File: config.mk
export PLATFORM = sky130hd
export DESIGN_NAME = hdmi_video_timing_gen_flat
export DESIGN_NICKNAME = d
export VERILOG_FILES = /design/src/rtl/hdmi_video_timing_gen_if.sv /design/src/rtl/hdmi_video_timing_gen.sv /design/src/flat_wrapper.sv
export SDC_FILE = /design/constraint.sdc
export NUM_CORES = 2
export LEC_CHECK = 0
export ABC_CLOCK_PERIOD_IN_PS = 3900
export BUFFER_PORTS_ARGS = -buffer_cell sky130_fd_sc_hd__buf_4
export CAP_MARGIN = 20
export CORE_ASPECT_RATIO = 1.5
export CORE_UTILIZATION = 47
export DETAILED_ROUTE_END_ITERATION = 8
export PLACE_DENSITY = 0.66
export SLEW_MARGIN = 10
export SYNTH_ARGS = -nofsm -noshare
export SYNTH_HDL_FRONTEND = slang
export SYNTH_SLANG_ARGS = --single-unit
File: constraint.sdc
create_clock -name tx_clock -period 3.9 [get_ports tx_clock]
set_clock_uncertainty 0.15 [all_clocks]
set_input_delay 0.195 -clock tx_clock [delete_from_list [all_inputs] [get_ports tx_clock]]
set_output_delay 0.195 -clock tx_clock [all_outputs]
set_load 0.02 [all_outputs]
File: src/rtl/hdmi_video_timing_gen_if.sv
// ---------------------------------------------------------------------------
// hdmi_video_timing_gen_if
// Pixel request/valid handshake between the 256->24 width adapter (master)
// and the HDMI video timing generator (slave).
//   pix_data  : 24-bit RGB pixel, master -> slave
//   pix_valid : pix_data valid this cycle, master -> slave
//   pix_req   : one pixel requested this cycle, slave -> master
// ---------------------------------------------------------------------------
interface hdmi_video_timing_gen_if;
    logic [23:0] pix_data;
    logic        pix_valid;
    logic        pix_req;

    modport master (output pix_data, output pix_valid, input pix_req);
    modport slave  (input pix_data, input pix_valid, output pix_req);
endinterface

File: src/rtl/hdmi_video_timing_gen.sv
// ---------------------------------------------------------------------------
// hdmi_video_timing_gen
// Pulls 24-bit pixels from the width adapter into a small FIFO and plays them
// out on a CEA-style raster (DE/HSYNC/VSYNC) towards the HDMI transmitter.
// Ports:
//   tx_clock, tx_rst_n : pixel clock, async active-low reset
//   enable             : level, start/stop video (stop takes effect at frame end)
//   pix_if (slave)     : pix_data/pix_valid in, pix_req out
//   vid_data/de/hsync/vsync : registered pixel bus to the HDMI TX
//   frame_start        : pulse with the first DE of a frame
//   underflow/overflow : sticky error flags, cleared by reset only
// ---------------------------------------------------------------------------
module hdmi_video_timing_gen #(
    parameter int          H_ACTIVE   = 1920,
    parameter int          H_FP       = 88,
    parameter int          H_SYNC     = 44,
    parameter int          H_BP       = 148,
    parameter int          V_ACTIVE   = 1080,
    parameter int          V_FP       = 4,
    parameter int          V_SYNC     = 5,
    parameter int          V_BP       = 36,
    parameter bit          HS_POL     = 1'b1,
    parameter bit          VS_POL     = 1'b1,
    parameter int          FIFO_DEPTH = 64,
    parameter int          REQ_MARGIN = 8,
    parameter int          PREFILL    = 32,
    parameter logic [23:0] UF_COLOR   = 24'hFF00FF
) (
    input  logic                          tx_clock,
    input  logic                          tx_rst_n,
    input  logic                          enable,
    hdmi_video_timing_gen_if.slave        pix_if,
    output logic [23:0]                   vid_data,
    output logic                          vid_de,
    output logic                          vid_hsync,
    output logic                          vid_vsync,
    output logic                          frame_start,
    output logic                          underflow,
    output logic                          overflow
);
    localparam int H_TOTAL = H_ACTIVE + H_FP + H_SYNC + H_BP;
    localparam int V_TOTAL = V_ACTIVE + V_FP + V_SYNC + V_BP;
    localparam int HW      = $clog2(H_TOTAL);
    localparam int VW      = $clog2(V_TOTAL);
    localparam int AW      = $clog2(FIFO_DEPTH);
    localparam int CW      = AW + 1;

    localparam logic [HW-1:0] H_LAST = HW'(H_TOTAL - 1);
    localparam logic [HW-1:0] H_ACT  = HW'(H_ACTIVE);
    localparam logic [HW-1:0] HS_BEG = HW'(H_ACTIVE + H_FP);
    localparam logic [HW-1:0] HS_END = HW'(H_ACTIVE + H_FP + H_SYNC);
    localparam logic [VW-1:0] V_LAST = VW'(V_TOTAL - 1);
    localparam logic [VW-1:0] V_ACT  = VW'(V_ACTIVE);
    localparam logic [VW-1:0] VS_BEG = VW'(V_ACTIVE + V_FP);
    localparam logic [VW-1:0] VS_END = VW'(V_ACTIVE + V_FP + V_SYNC);

    localparam logic [CW-1:0] DEPTH_LVL = CW'(FIFO_DEPTH);
    localparam logic [CW-1:0] REQ_LVL   = CW'(FIFO_DEPTH - REQ_MARGIN);
    localparam logic [CW-1:0] PF_LVL    = CW'(PREFILL);

    typedef enum logic [1:0] {S_IDLE, S_PREFILL, S_RUN} state_t;

    state_t        state;
    logic [HW-1:0] h_cnt;
    logic [VW-1:0] v_cnt;
    logic [AW-1:0] wr_ptr, rd_ptr;
    logic [CW-1:0] fifo_used;
    logic [23:0]   mem [FIFO_DEPTH];

    logic running, active, hs_act, vs_act, last_pix;
    logic full, empty, push, pop, drop, flush;

    assign running  = (state == S_RUN);
    assign active   = (h_cnt < H_ACT) && (v_cnt < V_ACT);
    assign hs_act   = (h_cnt >= HS_BEG) && (h_cnt < HS_END);
    assign vs_act   = (v_cnt >= VS_BEG) && (v_cnt < VS_END);
    assign last_pix = (h_cnt == H_LAST) && (v_cnt == V_LAST);

    assign full  = (fifo_used == DEPTH_LVL);
    assign empty = (fifo_used == '0);
    // Input is only listened to once the block has been enabled.
    assign push  = pix_if.pix_valid && (state != S_IDLE) && !full;
    assign drop  = pix_if.pix_valid && (state != S_IDLE) && full;
    // Raster never stalls: an active cycle with nothing buffered shows UF_COLOR.
    assign pop   = running && active && !empty;
    // Stopping only happens on the last cycle of a frame; leftovers are discarded.
    assign flush = running && last_pix && !enable;

    // Storage has no reset; only entries between rd_ptr and wr_ptr are ever read.
    always_ff @(posedge tx_clock) begin
        if (push) mem[wr_ptr] <= pix_if.pix_data;
    end

    always_ff @(posedge tx_clock or negedge tx_rst_n) begin
        if (!tx_rst_n) begin
            state          <= S_IDLE;
            h_cnt          <= '0;
            v_cnt          <= '0;
            wr_ptr         <= '0;
            rd_ptr         <= '0;
            fifo_used      <= '0;
            pix_if.pix_req <= 1'b0;
            vid_data       <= '0;
            vid_de         <= 1'b0;
            vid_hsync      <= ~HS_POL;
            vid_vsync      <= ~VS_POL;
            frame_start    <= 1'b0;
            underflow      <= 1'b0;
            overflow       <= 1'b0;
        end else begin
            // Pixel FIFO bookkeeping; flush wins over a same-cycle push.
            if (flush) begin
                wr_ptr    <= '0;
                rd_ptr    <= '0;
                fifo_used <= '0;
            end else begin
                if (push) wr_ptr <= wr_ptr + AW'(1);
                if (pop)  rd_ptr <= rd_ptr + AW'(1);
                case ({push, pop})
                    2'b10:   fifo_used <= fifo_used + CW'(1);
                    2'b01:   fifo_used <= fifo_used - CW'(1);
                    default: ;
                endcase
            end
            if (drop) overflow <= 1'b1;

            // Request while there is room for the pixels still in flight upstream.
            pix_if.pix_req <= (state != S_IDLE) && (fifo_used <= REQ_LVL);

            case (state)
                S_IDLE: begin
                    h_cnt <= '0;
                    v_cnt <= '0;
                    if (enable) state <= S_PREFILL;
                end
                S_PREFILL: begin
                    if (fifo_used >= PF_LVL) state <= S_RUN;
                end
                S_RUN: begin
                    if (last_pix) begin
                        h_cnt <= '0;
                        v_cnt <= '0;
                        if (!enable) state <= S_IDLE;
                    end else if (h_cnt == H_LAST) begin
                        h_cnt <= '0;
                        v_cnt <= v_cnt + VW'(1);
                    end else begin
                        h_cnt <= h_cnt + HW'(1);
                    end
                end
                default: state <= S_IDLE;
            endcase

            // Video bus trails the counters by one cycle.
            vid_de      <= running && active;
            vid_hsync   <= (running && hs_act) ? HS_POL : ~HS_POL;
            vid_vsync   <= (running && vs_act) ? VS_POL : ~VS_POL;
            frame_start <= running && active && (h_cnt == '0) && (v_cnt == '0);
            if (running && active) begin
                vid_data <= empty ? UF_COLOR : mem[rd_ptr];
                if (empty) underflow <= 1'b1;
            end else begin
                vid_data <= '0;
            end
        end
    end
endmodule

File: src/flat_wrapper.sv
// flat-port wrapper written by rule: the top's interface ports become plain ports
module hdmi_video_timing_gen_flat 
#(
    parameter int          H_ACTIVE   = 1920,
    parameter int          H_FP       = 88,
    parameter int          H_SYNC     = 44,
    parameter int          H_BP       = 148,
    parameter int          V_ACTIVE   = 1080,
    parameter int          V_FP       = 4,
    parameter int          V_SYNC     = 5,
    parameter int          V_BP       = 36,
    parameter bit          HS_POL     = 1'b1,
    parameter bit          VS_POL     = 1'b1,
    parameter int          FIFO_DEPTH = 64,
    parameter int          REQ_MARGIN = 8,
    parameter int          PREFILL    = 32,
    parameter logic [23:0] UF_COLOR   = 24'hFF00FF
)
  (tx_clock, tx_rst_n, enable, vid_data, vid_de, vid_hsync, vid_vsync, frame_start, underflow, overflow, pix_if_pix_data, pix_if_pix_valid, pix_if_pix_req);
  hdmi_video_timing_gen_if pix_if_i ();
  input  logic tx_clock;
  input  logic tx_rst_n;
  input  logic enable;
  output logic [23:0] vid_data;
  output logic vid_de;
  output logic vid_hsync;
  output logic vid_vsync;
  output logic frame_start;
  output logic underflow;
  output logic overflow;
  input wire logic [$bits(pix_if_i.pix_data)-1:0] pix_if_pix_data;
  input wire logic [$bits(pix_if_i.pix_valid)-1:0] pix_if_pix_valid;
  output wire logic [$bits(pix_if_i.pix_req)-1:0] pix_if_pix_req;
  assign pix_if_i.pix_data = pix_if_pix_data;
  assign pix_if_i.pix_valid = pix_if_pix_valid;
  assign pix_if_pix_req = pix_if_i.pix_req;
  hdmi_video_timing_gen #(.H_ACTIVE(H_ACTIVE), .H_FP(H_FP), .H_SYNC(H_SYNC), .H_BP(H_BP), .V_ACTIVE(V_ACTIVE), .V_FP(V_FP), .V_SYNC(V_SYNC), .V_BP(V_BP), .HS_POL(HS_POL), .VS_POL(VS_POL), .FIFO_DEPTH(FIFO_DEPTH), .REQ_MARGIN(REQ_MARGIN), .PREFILL(PREFILL), .UF_COLOR(UF_COLOR)) u_core (.tx_clock(tx_clock), .tx_rst_n(tx_rst_n), .enable(enable), .pix_if(pix_if_i), .vid_data(vid_data), .vid_de(vid_de), .vid_hsync(vid_hsync), .vid_vsync(vid_vsync), .frame_start(frame_start), .underflow(underflow), .overflow(overflow));
endmodule
-- Yosys cells after proc, flatten, opt, wreduce, memory -nomap -nowiden
Memories as Yosys holds them, arrays and structs flattened.
Cells that the tools add are included.
- mux-type cells: 23
- order comparisons: 8
- eq/ne operators: 12
- add/subtract/negate cells: 6
- reductions and logical operators: 31
- operator list (cell ; number):
    2-to-1 mux 24 bit ; 2
    2-to-1 mux 12 bit ; 2
    2-to-1 mux 6 bit ; 4
    one-hot mux 12 bit (2 select lines) ; 1
    < comparator 11 bit, second input constant ; 2
    2-to-1 mux 11 bit ; 2
    one-hot mux 11 bit (2 select lines) ; 1
    logical AND 1 bit ; 16
    one-hot mux 7 bit (2 select lines) ; 1
    adder 12 x 1 -> 12 bit, second input constant ; 1
    adder 6 x 1 -> 6 bit, second input constant ; 2
    equality test 12 bit, second input constant ; 1
    >= comparator 12 x 11 -> 1 bit, second input constant ; 1
    logical NOT 12 bit ; 1
    < comparator 12 x 11 -> 1 bit, second input constant ; 1
    < comparator 12 bit, second input constant ; 1
    adder 11 x 1 -> 11 bit, second input constant ; 1
    equality test 11 bit, second input constant ; 1
    >= comparator 11 bit, second input constant ; 1
    logical NOT 11 bit ; 1
    2-to-1 mux 2 bit ; 4
    nonzero test 2 bit ; 4
    adder 7 x 1 -> 7 bit, second input constant ; 1
    equality test 7 bit, second input constant ; 1
    17 further kinds ; 27
- register bits after elaboration: 75
- memory bits (writable): 1536
- word-level logic and storage cells: 95
- output and inout bits: 31
- memories kept: 1
- memories (name ; depth ; bits a word ; rd ports ; clocked after memory_dff ; wr ports ; RTL line ; RTL):
    u_core.mem ; 64 ; 24 ; 1 ; 0 ; 1 ; hdmi_video_timing_gen.sv:68 ; logic [23:0] mem [FIFO_DEPTH];

-- Longest topological paths before layout
- word-level depth: 7
- gate-level depth with buffers: 15
- depth with buffers taken out: 13

-- Least setup slack after synthesis
OpenSTA, ideal clock, no wires.
- kind: reg2reg
- start: register u_core.v_cnt[6]
- end: register u_core.fifo_used[4]
- library setup time: 0.078 ns
- clock period less this slack: 3.780 ns
- path buffers: 1
- arrival time: 3.552 ns
- setup slack: 0.120 ns
- stages on the path, launching flop included: 15
- cell sequence: dfrtp_1 or4_1 o21a_1 or3_4 inv_1 ha_1 buf_1 xor2_1 ha_1 a21oi_1 o21ai_0 a22oi_1 o221a_2 or3_1 a21oi_1
- word-level cells in the longest chain between the ends: 7
- elaborated cells on any way between the ends: 13
- classes of those cells: order compare (1); eq/ne (3); mux (2); reduce/logical (7)
- RTL lines (element ; RTL line ; RTL):
    start, declared ; hdmi_video_timing_gen.sv:65 ; logic [VW-1:0] v_cnt;
    start signal, assigned ; hdmi_video_timing_gen.sv:146 ; v_cnt <= v_cnt + VW'(1);
    < comparator 11 bit ; hdmi_video_timing_gen.sv:74 ; assign active = (h_cnt < H_ACT) && (v_cnt < V_ACT);
    logical AND 1 bit ; hdmi_video_timing_gen.sv:74 ;
    logical AND 1 bit (2 in a row) ; hdmi_video_timing_gen.sv:85 ; assign pop = running && active && !empty;
    equality test 2 x 1 -> 1 bit / equality test 2 bit (equally long branches) ; hdmi_video_timing_gen.sv:119 ; case ({push, pop})
    one-hot mux 7 bit (2 select lines) ; hdmi_video_timing_gen.sv:119 ;
    2-to-1 mux 7 bit ; hdmi_video_timing_gen.sv:112 ; if (flush) begin
    end signal, assigned ; hdmi_video_timing_gen.sv:120 ; 2'b10: fifo_used <= fifo_used + CW'(1);
    end signal, assigned ; hdmi_video_timing_gen.sv:121 ; 2'b01: fifo_used <= fifo_used - CW'(1);
    end, declared ; hdmi_video_timing_gen.sv:67 ; logic [CW-1:0] fifo_used;
Several ways; a longest one is shown, not always the timed one.
A chain may end at the register's enable or synchronous reset.

-- Worst setup path in the final report
- start: register u_core.v_cnt[7]
- end: register u_core.fifo_used[4]
The elaborated chain is that of the path after synthesis.

==> run summary <==
Worst Reg-to-Reg Cells - 13
Final Wtd Congestion - 0.8796
Cells after Synth - 3,046
Post-Syn Nets - 3,084
Post-CTS Setup Bufs - 0
die width - 299.8 um
Worst Hold Depth - 4
fmax - 263.3 MHz
Reg area - 48,010 um^2
mapped cell area - 62,500 um^2
reg2reg start - u_core.v_cnt[7]
EDFF count, synth - 1,536
share of layout cells above drive strength 1 - 24.91%
hold endpoint - u_core.state[0]
DRT Pass-1 Iters - 8
crit path time final - 3798 ps
Total Wirelength - 157,900 um
Post-synth ARST share - 4.655%
CTS tree - built
crit-path max FO - 7
P per Cell Area - 677.8 nW/um^2
total die area - 134,500 um^2
min-delay src - enable
slew margin rel. - 29.32%
Layout area overhead - 13.02%
worst endpoint data arrival time - 4340 ps
Critical Path RT - 4450 ps
insertion delay to the later sink of the worst-skew pair - 780 ps
die height - 448.6 um
Syn. warnings - 0
crit end category - flip-flop
Seq/Total Area, Yosys - 76.80%
cts bufs inserted - 140
Max Cap Violations - 0
Multi-input gate area - 13,740 um^2
Mapped Avg Cell Area - 20.52 um^2
vias in the first global route - 32,647
Sink Count - 1,611
TNS Setup - 0 ps
Hold WC Path Type - in -> reg
Setup Slack @ Placement - 78.12 ps
core area - 131,700 um^2
VDD IR max - 0.0005347 V
Leak - 0.02273 uW
Yosys reg bits - 1,611
DR iter-0 viols - 3,612
Core Rows - 163
global-route wire length before repair - 228,700 um
fill count - 10,008
H-Tree Depth - 4
clk buf depth - 3
Worst-path clk slew - 70 ps
DR vias/cell - 6.208
final worst-path cycle share - 97.38%
antenna viol nets, final - 0
Synth cell types - 65
Root Buffer - clkbuf_16
via count - 31,867
CP Class - reg -> reg
Tightest Pin Transition - 1060 ps
WL/cell - 30.76 um
final setup fails - 0
r2r endpoint - u_core.fifo_used[4]
setup ws final - 102.3 ps
total gr overflow - 0
Post-DP HPWL - 92,620 um
IO Pins - 59
fin. max-slew vios - 0
Main synth FF type - edfxtp_1
I/O Buffers - 58
setup repair after global routing missed its margin - false
setup slack, reg-to-reg - 100 ps
All-Layer GR Usage - 23.78%
status - finished, final reports clean
Hold Vio Cnt, Final - 0
CP startpoint kind - flip-flop
initial core utilization - 47.44%
Remaining DRCs - 0
Nets - 3,325
initial antenna violation count - 3
largest net degree at the start of global routing - 65
how the worst max path moves through the flow:
stage	depth (start not counted)	start	slack, ps	endpoint
after global placement	5	u_core.rd_ptr[5]	320	u_core.vid_data[0]
final	13	u_core.v_cnt[7]	100	u_core.fifo_used[4]
after CTS	13	u_core.v_cnt[7]	60	u_core.fifo_used[4]
after floorplan	14	u_core.v_cnt[6]	120	u_core.fifo_used[4]
after global routing	13	u_core.v_cnt[7]	10	u_core.fifo_used[4]
after detailed placement	13	u_core.v_cnt[7]	80	u_core.fifo_used[4]
cells in the final DEF, fill, tap and decap left out, types with 8 or more instances in the layout:
cell type and n:
and2_1 24, mux2i_1 172, nand2_1 112, xor2_1 8, xnor2_1 13, dfrtp_1 71
nor2b_1 13, o22ai_1 66, clkbuf_1 29, o21ai_0 55, dlygate4sd3_1 28, mux4_2 338
nand3_1 49, o211ai_1 11, clkinvlp_4 10, nor2_2 64, a31oi_1 17, and3_1 8
clkbuf_16 146, buf_4 217, a21oi_1 32, ha_1 9, nor2_1 53, nor3_1 49
buf_12 18, a22oi_1 44, inv_1 11, a211oi_1 23, edfxtp_1 1536, clkinv_1 35
clkinv_2 12
cells in the mapped netlist (5+ instances only):
cell	instances	area share, %
o21ai_0	56	0.45
nor2_1	117	0.70
nor4_1	5	0.050
buf_6	9	0.16
nor2b_1	13	0.13
ha_1	10	0.20
clkbuf_1	69	0.41
nand2b_1	6	0.060
xnor2_1	13	0.18
a22oi_1	44	0.53
buf_2	35	0.28
a21oi_1	32	0.26
nor3_1	50	0.40
o211ai_1	11	0.13
buf_1	12	0.072
and3_1	8	0.080
nand3b_1	6	0.072
nand4_1	6	0.060
buf_4	39	0.47
dfrtp_1	75	3.0
o21a_1	5	0.060
o2111ai_1	6	0.084
mux2i_1	172	2.8
a211oi_1	23	0.28
mux4_2	338	12
a31oi_1	17	0.17
o22ai_1	66	0.66
nand3_1	49	0.39
edfxtp_1	1536	74
and2_1	24	0.24
a211o_1	7	0.098
nand2_1	112	0.67
inv_1	12	0.072
xor2_1	8	0.11
critical path: stages (launching register included):
cell and delay [ps]:
dfrtp_1 450, or4_1 550, o21a_1 230, or3_4 410, inv_1 80, ha_1 180
xor2_1 190, ha_2 240, a21oi_1 90, o21ai_1 200, a22oi_1 120, o221a_2 320
or3_1 340, a21oi_1 150
state kept, by name, indices dropped and copies added (netlist names):
signal,count
u_core.frame_start,1
u_core.fifo_used,7
u_core.vid_hsync,1
u_core.mem,1536
u_core.underflow,1
u_core.overflow,1
u_core.rd_ptr,6
u_core.h_cnt,12
u_core.vid_data,24
u_core.state,2
u_core.pix_if.pix_req,1
u_core.vid_de,1
u_core.v_cnt,11
u_core.wr_ptr,6
u_core.vid_vsync,1
per-stage QoR:
step / util (%) / std cells / power (uW) / hold WS (ps) / cell area [um^2]
floorplan: - / 3046 / 29360 / -250.6 / 62500
global placement: 50.06 / 4848 / 34460 / 134.4 / 65960
detailed placement: 50.06 / 4848 / 34720 / 150.4 / 65960
CTS: 53.61 / 5128 / 48080 / 103.0 / 70630
global route: 53.61 / 5129 / 49440 / 155.8 / 70630
finish: 53.62 / 5133 / 47880 / 138.5 / 70640
cell type report:
type / instances / area share, %
inverters: 14 / 0.07793
repair buffers: 264 / 3.252
flip-flops and latches: 1611 / 67.97
clock inverters: 75 / 0.8289
multi-input cells: 1256 / 19.44
diodes: 5 / 0.01771
clock buffers: 176 / 5.345
well taps: 1732 / 3.068
routing by layer:
metal  vias up  GRT usage [%]  wire (um)
met5         -              0          0
met4         0          10.42       7046
li1      13063              -          -
met2      1436          39.95      80350
met3       307          3.640      10540
met1     17061          30.74      59940
kinds of logic (layout without fill, tap and decap cells):
kind of cell / after synthesis / after routing / share of synthesized area [%]
buffers and inverters: 179 / 529 / 1.493
adders and majority gates: 10 / 10 / 0.2002
AOI/OAI and AO/OA: 293 / 293 / 3.063
other: 0 / 5 / 0
DFF: 1611 / 1611 / 76.80
and+or+nand+nor: 422 / 422 / 3.217
xor gates and xnor gates: 21 / 21 / 0.2943
muxes: 510 / 510 / 14.93
what timing repair did:
action                                  4_1_cts  5_1_grt
endpoints found under the hold margin      1633        0
endpoints found under the setup margin        0        1
hold buffers                                 29        0
gates resized for setup                       0        2
power breakdown:
| part | switching (uW) | internal [uW] |
|---|---|---|
| Combinational | 8220 | 6080 |
| Sequential | 587 | 19500 |
| Clock | 6120 | 7350 |
No activity file was read; power rests on OpenSTA's default activity.
